## src/rtl/seq_det_pkg.sv

```systemverilog
// Shared defaults, legal ranges and datapath action codes for the serial
// pattern detector.
package seq_det_pkg;

  localparam int SEQ_N_MIN     = 2;
  localparam int SEQ_N_MAX     = 16;
  localparam int SEQ_N_DEF     = 4;
  localparam int SEQ_CNT_W_DEF = 8;

  localparam logic [SEQ_N_MAX-1:0] SEQ_PAT_DEF = 16'h000B;

  typedef enum logic [1:0] {
    ACT_HOLD,
    ACT_SAMPLE,
    ACT_LOAD
  } seq_act_e;

  function automatic bit n_is_legal(input int n);
    return (n >= SEQ_N_MIN) && (n <= SEQ_N_MAX);
  endfunction

endpackage

```

## src/rtl/seq_detector_param_if.sv

```systemverilog
// Serial data / pattern-load / match-status signals of the detector.
interface seq_detector_param_if
  import seq_det_pkg::*;
#(
  parameter int N     = SEQ_N_DEF,
  parameter int CNT_W = SEQ_CNT_W_DEF
);

  logic             en;
  logic             x;
  logic             load;
  logic [N-1:0]     pattern_in;
  logic             clr_cnt;
  logic             z;
  logic [CNT_W-1:0] match_cnt;
  logic             cnt_sat;

  modport master (
    output en, x, load, pattern_in, clr_cnt,
    input  z, match_cnt, cnt_sat
  );

  modport slave (
    input  en, x, load, pattern_in, clr_cnt,
    output z, match_cnt, cnt_sat
  );

endinterface

```

## src/rtl/sat_counter.sv

```systemverilog
// Saturating event counter with a sticky saturation flag and synchronous clear.
module sat_counter
  import seq_det_pkg::*;
#(
  parameter int CNT_W = SEQ_CNT_W_DEF
) (
  input  logic             clk,
  input  logic             rst,
  input  logic             inc,
  input  logic             clr,
  output logic [CNT_W-1:0] cnt,
  output logic             sat
);

  localparam logic [CNT_W-1:0] CNT_MAX = '1;

  // A clear on the same edge as an increment counts that increment.
  always_ff @(posedge clk or negedge rst) begin
    if (!rst) begin
      cnt <= '0;
      sat <= 1'b0;
    end else if (clr) begin
      cnt <= inc ? CNT_W'(1) : '0;
      sat <= 1'b0;
    end else if (inc) begin
      if (cnt == CNT_MAX) begin
        sat <= 1'b1;
      end else begin
        cnt <= cnt + CNT_W'(1);
      end
    end
  end

endmodule

```

## src/rtl/seq_detector_param.sv

```systemverilog
// Parameterised serial pattern detector with loadable pattern, optional
// overlapping matches and a saturating match counter.
module seq_detector_param
  import seq_det_pkg::*;
#(
  parameter int             N        = SEQ_N_DEF,
  parameter logic [N-1:0]   PAT_INIT = SEQ_PAT_DEF[N-1:0],
  parameter int             OVERLAP  = 1,
  parameter int             CNT_W    = SEQ_CNT_W_DEF
) (
  input logic                 clk,
  input logic                 rst,
  seq_detector_param_if.slave bus
);

  if (!n_is_legal(N)) begin : g_bad_n
    $error("seq_detector_param: N=%0d is outside the legal range", N);
  end

  localparam int               FILL_W    = $clog2(N + 1);
  localparam logic [FILL_W-1:0] FILL_FULL = FILL_W'(N);

  // Only the newest N-1 bits are kept; the oldest would fall off on the next sample.
  logic [N-2:0]      hist, hist_d;
  logic [N-1:0]      hist_nxt;
  logic [N-1:0]      pat, pat_d;
  logic [FILL_W-1:0] fill, fill_d, fill_inc;
  logic              z_q, z_d;
  logic              match;
  seq_act_e          act;

  always_comb begin
    act      = ACT_HOLD;
    hist_nxt = {hist, bus.x};
    fill_inc = (fill == FILL_FULL) ? FILL_FULL : fill + FILL_W'(1);
    match    = 1'b0;
    hist_d   = hist;
    fill_d   = fill;
    pat_d    = pat;
    z_d      = 1'b0;

    if (bus.load) begin
      act = ACT_LOAD;
    end else if (bus.en) begin
      act = ACT_SAMPLE;
    end

    unique case (act)
      ACT_LOAD: begin
        pat_d  = bus.pattern_in;
        fill_d = '0;
      end
      ACT_SAMPLE: begin
        hist_d = hist_nxt[N-2:0];
        match  = (fill_inc == FILL_FULL) && (hist_nxt == pat);
        // Non-overlapping mode forces the next match to start from scratch.
        fill_d = (match && (OVERLAP == 0)) ? '0 : fill_inc;
        z_d    = match;
      end
      default: ;
    endcase
  end

  always_ff @(posedge clk or negedge rst) begin
    if (!rst) begin
      hist <= '0;
      fill <= '0;
      pat  <= PAT_INIT;
      z_q  <= 1'b0;
    end else begin
      hist <= hist_d;
      fill <= fill_d;
      pat  <= pat_d;
      z_q  <= z_d;
    end
  end

  assign bus.z = z_q;

  sat_counter #(
    .CNT_W (CNT_W)
  ) u_cnt (
    .clk (clk),
    .rst (rst),
    .inc (match),
    .clr (bus.clr_cnt),
    .cnt (bus.match_cnt),
    .sat (bus.cnt_sat)
  );

endmodule

```

## src/flat_wrapper.sv

```systemverilog
// flat-port wrapper written by rule: the top's interface ports become plain ports
module seq_detector_param_flat import seq_det_pkg::*;
#(
  parameter int             N        = SEQ_N_DEF,
  parameter logic [N-1:0]   PAT_INIT = SEQ_PAT_DEF[N-1:0],
  parameter int             OVERLAP  = 1,
  parameter int             CNT_W    = SEQ_CNT_W_DEF
)
  (clk, rst, bus_en, bus_x, bus_load, bus_pattern_in, bus_clr_cnt, bus_z, bus_match_cnt, bus_cnt_sat);
  seq_detector_param_if #(.N(N), .CNT_W(CNT_W)) bus_i ();
  input logic clk;
  input logic rst;
  input wire logic [$bits(bus_i.en)-1:0] bus_en;
  input wire logic [$bits(bus_i.x)-1:0] bus_x;
  input wire logic [$bits(bus_i.load)-1:0] bus_load;
  input wire logic [$bits(bus_i.pattern_in)-1:0] bus_pattern_in;
  input wire logic [$bits(bus_i.clr_cnt)-1:0] bus_clr_cnt;
  output wire logic [$bits(bus_i.z)-1:0] bus_z;
  output wire logic [$bits(bus_i.match_cnt)-1:0] bus_match_cnt;
  output wire logic [$bits(bus_i.cnt_sat)-1:0] bus_cnt_sat;
  assign bus_i.en = bus_en;
  assign bus_i.x = bus_x;
  assign bus_i.load = bus_load;
  assign bus_i.pattern_in = bus_pattern_in;
  assign bus_i.clr_cnt = bus_clr_cnt;
  assign bus_z = bus_i.z;
  assign bus_match_cnt = bus_i.match_cnt;
  assign bus_cnt_sat = bus_i.cnt_sat;
  seq_detector_param #(.N(N), .PAT_INIT(PAT_INIT), .OVERLAP(OVERLAP), .CNT_W(CNT_W)) u_core (.clk(clk), .rst(rst), .bus(bus_i));
endmodule
```

## config.mk

```make
export PLATFORM = sky130hd
export DESIGN_NAME = seq_detector_param_flat
export DESIGN_NICKNAME = d
export VERILOG_FILES = /design/src/rtl/seq_det_pkg.sv /design/src/rtl/seq_detector_param_if.sv /design/src/rtl/sat_counter.sv /design/src/rtl/seq_detector_param.sv /design/src/flat_wrapper.sv
export SDC_FILE = /design/constraint.sdc
export NUM_CORES = 1
export LEC_CHECK = 0
export CAP_MARGIN = 10
export CORE_AREA = 2 2 55 46
export DETAILED_ROUTE_END_ITERATION = 8
export DIE_AREA = 0 0 57 48
export PLACE_DENSITY = 0.74
export SETUP_SLACK_MARGIN = 0.1
export SLEW_MARGIN = 10
export SYNTH_ARGS = -nofsm -noshare
export SYNTH_HDL_FRONTEND = slang
export SYNTH_SLANG_ARGS = --single-unit
export TNS_END_PERCENT = 5
```

## constraint.sdc

```tcl
create_clock -name clk -period 3.33 [get_ports clk]
set_input_delay 0.666 -clock clk [delete_from_list [all_inputs] [get_ports clk]]
set_output_delay 0.666 -clock clk [all_outputs]
set_load 0.005 [all_outputs]
```

---- Word level (Yosys, flattened, before mapping) ----
Cells that the tools add are included.
storage, ports and cells
  output and inout bits ................... 10
  input bits .............................. 10
  word-level logic and storage cells ...... 33
  register bits ........................... 20
cells by class
  eq/ne operators ......................... 7
  add/sub/neg operators ................... 2
  reductions and logical operators ........ 6
  muxes and demuxes ....................... 12
operator list
  operator             count
  $mux 8               3
  $add 8x1->8 const B  1
  $eq 8x8->1 const B   1
  $eq 3x3->1 const B   2
  $mux 1               6
  $pmux 3 s2           1
  $reduce_bool 2->1    3
  $eq 4x4->1           1
  $reduce_and 2->1     2
  $add 3x1->3 const B  1
  $mux 3               1
  $eq 2x1->1 const B   1
  $eq 2x2->1 const B   1
  $mux 2               1
  $ne 2x2->1 const B   1
  $logic_and 1x1->1    1

---- Logic depth before layout (Yosys ltp) ----
  depth after elaboration ................. 7
  depth in mapped cells ................... 9
  gate-level depth less buffers ........... 8

---- Hierarchy ----
Synthesis repeated with hierarchy kept, for this count alone.
second synthesis, totals
  cells, all modules ...................... 90
  area, all modules ....................... 1062.3 um2
by module, submodules not included
  module              times used  cells each  area an instance (um2)  seq. area each (um2)
  seq_detector_param  1           41          551.8                   279.0
  sat_counter         1           49          510.5                   225.2

---- Worst setup path before layout ----
OpenSTA, ideal clock, no wires.
  path kind ............................... input -> register
  from .................................... in bus_load
  to ...................................... reg u_core.u_cnt.cnt[3]
  data required time ...................... 3.253 ns
  slack ................................... 1.395 ns
  cell stages on the path ................. 6
  path buffers ............................ 1
  setup time .............................. 0.077 ns
  arrival time ............................ 1.857 ns
  path through ............................ buf_6 nand2b_4 nor3_4 nand4_2 or4_1 a21oi_1
on the way
  cells in the longest elaborated chain, start to end .. 5
ends and longest elaborated chain
  what                                RTL line                  source
  start: declaration                  flat_wrapper.sv:15        input wire logic [$bits(bus_i.load)-1:0] bus_load;
  $mux 2                              seq_detector_param.sv:42  if (bus.load) begin
  $eq 2x1->1                          seq_detector_param.sv:48  unique case (act)
  $mux 1                              seq_detector_param.sv:48
  $reduce_bool 2->1 (no source line)  n/a
  $reduce_and 2->1 (no source line)   n/a
  end signal: assignment              sat_counter.sv:23         cnt <= inc ? CNT_W'(1) : '0;
  end signal: assignment              sat_counter.sv:29         cnt <= cnt + CNT_W'(1);
  end: declaration                    sat_counter.sv:11         output logic [CNT_W-1:0] cnt,
Every way passes these cells.
A chain may end at the register's enable or synchronous reset.

---- Worst setup path in the final report ----
Same ends and word-level chain as after synthesis.

==> results.md <==
- Post-CTS Resized: 0
- Outcome: finished, final reports clean
- CP startpoint kind: input port
- Syn Inst Count: 93
- Drt total wl: 1.89 mm
- Yosys reg bits: 20
- Yosys warning count: 0
- Switching share of power: 24.1%
- Max H-tree Level: 1
- Most frequent cells in the layout: 19 x clkdlybuf4s50_1, 17 x dfrtp_1, 10 x nor2_1, 7 x mux2_2, 6 x inv_1
- Drt drc: 0
- Worst-path clk slew: 100 ps
- Worst-Margin Slew: 879 ps
- Core outline area: 2140 um^2
- Initial antenna violation count: 0
- Post-CTS setup buffer count: 0
- # hold bufs at CTS: 0
- Hold Crit Class: reg2reg
- Fin crit share: 74.7%
- Gp weighted congestion: 0.874
- Initial DRC Count: 32
- IO Pins: 20
- Die area: 2740 um^2
- Clock share of power: 29.6%
- Sequential area share after synthesis: 49.1%
- Crit end category: flop
- Setup tns final: 0 ps
- Pint: 0.362 mW
- FMAX: 402 MHz
- Setup violations, final: 0
- Nets: 128
- Cell Area, Synth: 1030 um^2
- Relative slew slack: 41.2%
- TritonCTS Buffers: 3
- Distinct cells, synth: 35
- CTS Buffer Depth: 2
- Flop pwr share: 57.4%
- Critical setup path kind: in2reg
- Vias in the first global route: 674
- Psw: 0.115 mW
- Syn_area_per_cell: 11.0 um^2
- Drt wl/cell: 13.6 um
- Die Wd: 57 um
- Worst slack, placed: 518 ps
- Clock latency on the worst-skew pair: 310 ps
- Maximum vdd ir drop: 257 uV
- Rows: 15
- Synthesized Nets: 106
- Share of cells above drive strength 1: 16.7%
- Fin crit period: 2490 ps
- Number of port buffers: 19
- Antenna Cells: 0
- Pin count of the biggest net entering global routing: 21
- P per Cell Area: 377 nW/um^2
- Gr usage total: 15.6%
- Final WS setup: 841 ps
- Clk_skew: 11.6 ps
- HPWL Detailed: 1.40 mm
- Clock sink count: 20
- Clock tree from TritonCTS: done
- Area growth, synth to finish: 23.3%
- Comb pwr share: 13.0%
- Most common cell after layout, fill and taps aside: clkdlybuf4s50_1
- Slew Viols, Final: 0
- Max-Cap Viols: 0
- First drt pass iteration count: 4
- Min Hold Slack: 501 ps
- Avg Vias per Cell: 5.48
- First-pass GRT wire length: 3.17 mm
- Critical-path maximum fanout: 12
- Initial Util: 48.0%
- Routed Antenna Nets: 0
- Design Power: 0.477 mW
- Leakage power: 0.540 nW
- GRT overflow: 0
- CTS Root Cell: clkbuf_4
- Final Hold Viols: 0
- Height of the die: 48 um
- CP required: 3560 ps
- RSZ-0062 raised after global routing: no
- Vias: 762
- Critical Path AT: 2710 ps
power by group through the flow:
stage | clock network [mW] | logic (mW) | registers, mW
2_1_floorplan | 0 | 0.0401 | 0.275
3_5_place_dp | 0 | 0.0626 | 0.279
5_1_grt | 0.160 | 0.0687 | 0.276
3_3_place_gp | 0 | 0.0622 | 0.278
4_1_cts | 0.147 | 0.0629 | 0.274
6_report | 0.142 | 0.0620 | 0.274
worst max-delay path, cell delays in order:
cell and delay, ps:
clkdlybuf4s50_1 560, nand2b_4 240, nor3_4 210, nand4_2 270, or4_1 600, a21oi_1 160
layout make-up:
| class | count | area [um^2] |
|---|---|---|
| Tap cell | 25 | 31.3 |
| Fill cell | 185 | 875 |
| Inverter | 7 | 26.3 |
| Clock buffer | 4 | 36.3 |
| Multi-Input combinational cell | 64 | 477 |
| Sequential cell | 20 | 504 |
| Timing Repair Buffer | 19 | 190 |
sequential cells by signal, indices dropped and copies added, names as in the netlist:
signal / flops
u_core.pat: 4
u_core.bus.z: 1
u_core.fill: 3
u_core.u_cnt.cnt: 8
u_core.hist: 3
u_core.u_cnt.sat: 1
metrics by stage:
step                      utilization, %  cells  area, um^2
after global placement              57.4    135        1230
after CTS                           59.1    139        1260
final                               59.1    139        1260
after detailed placement            57.4    135        1230
after global routing                59.1    139        1260
after floorplan                        -     93        1030
final timing paths:
kind | start | endpoint | slack (ps) | depth (start not counted)
setup / recovery | bus_load | u_core.u_cnt.cnt[3]$_DFFE_PN0P_ | 840 | 6
hold / removal | u_core.u_cnt.sat$_DFFE_PN0P_ | u_core.u_cnt.sat$_DFFE_PN0P_ | 500 | 1
setup reg to reg | u_core.fill[0]$_DFFE_PN0P_ | u_core.u_cnt.cnt[3]$_DFFE_PN0P_ | 1200 | 6
hold reg to reg | u_core.u_cnt.sat$_DFFE_PN0P_ | u_core.u_cnt.sat$_DFFE_PN0P_ | 500 | 1
max in group asynchronous | rst | u_core.hist[2]$_DFFE_PN0P_ | 1940 | 1
min in group asynchronous | rst | u_core.pat[2]$_DFFE_PN0N_ | 840 | 1
synthesized netlist by cell type:
cell | instances | area share, %
a21o_2 | 1 | 0.85
a21oi_1 | 3 | 1.5
a311oi_1 | 1 | 0.85
a31oi_1 | 2 | 1.2
a41oi_1 | 1 | 0.85
and3_1 | 1 | 0.61
and3b_1 | 1 | 0.85
buf_4 | 1 | 0.73
buf_6 | 1 | 1.1
dfrtp_1 | 17 | 41
dfstp_2 | 3 | 7.7
ha_1 | 3 | 3.7
inv_1 | 6 | 2.2
inv_2 | 1 | 0.37
mux2_2 | 7 | 7.7
mux2i_1 | 2 | 2.0
nand2_1 | 3 | 1.1
nand2b_4 | 1 | 1.3
nand3_1 | 3 | 1.5
nand4_1 | 3 | 1.8
nand4_2 | 1 | 1.2
nand4b_1 | 1 | 0.85
nor2_1 | 10 | 3.7
nor2b_1 | 1 | 0.61
nor3_1 | 3 | 1.5
nor3_4 | 1 | 1.6
o211a_1 | 1 | 0.98
o211ai_1 | 1 | 0.73
o21ai_1 | 2 | 0.98
o2bb2ai_1 | 1 | 0.85
o31ai_1 | 2 | 1.5
or3_1 | 1 | 0.61
or4_1 | 2 | 1.5
xnor2_1 | 1 | 0.85
xor2_1 | 4 | 3.4
per-layer routing:
| metal | GRT usage (%) | up-vias | routed length (um) |
|---|---|---|---|
| met4 | 4.19 | 0 | 19 |
| met2 | 24.4 | 18 | 833 |
| met1 | 21.5 | 362 | 961 |
| met5 | 0 | - | 0 |
| li1 | - | 378 | - |
| met3 | 4.86 | 4 | 74 |
cells by family (layout without fill, tap and decap cells):
family / after synthesis / count (layout) / share of synthesized area (%)
flops: 20 / 20 / 49.1
mux: 9 / 9 / 9.63
buf+inv: 9 / 30 / 4.39
fa+ha+maj: 3 / 3 / 3.66
xor+xnor: 5 / 5 / 4.27
compound gates: 15 / 15 / 10.2
simple gates: 32 / 32 / 18.7
(Power assumes the default switching activity.)
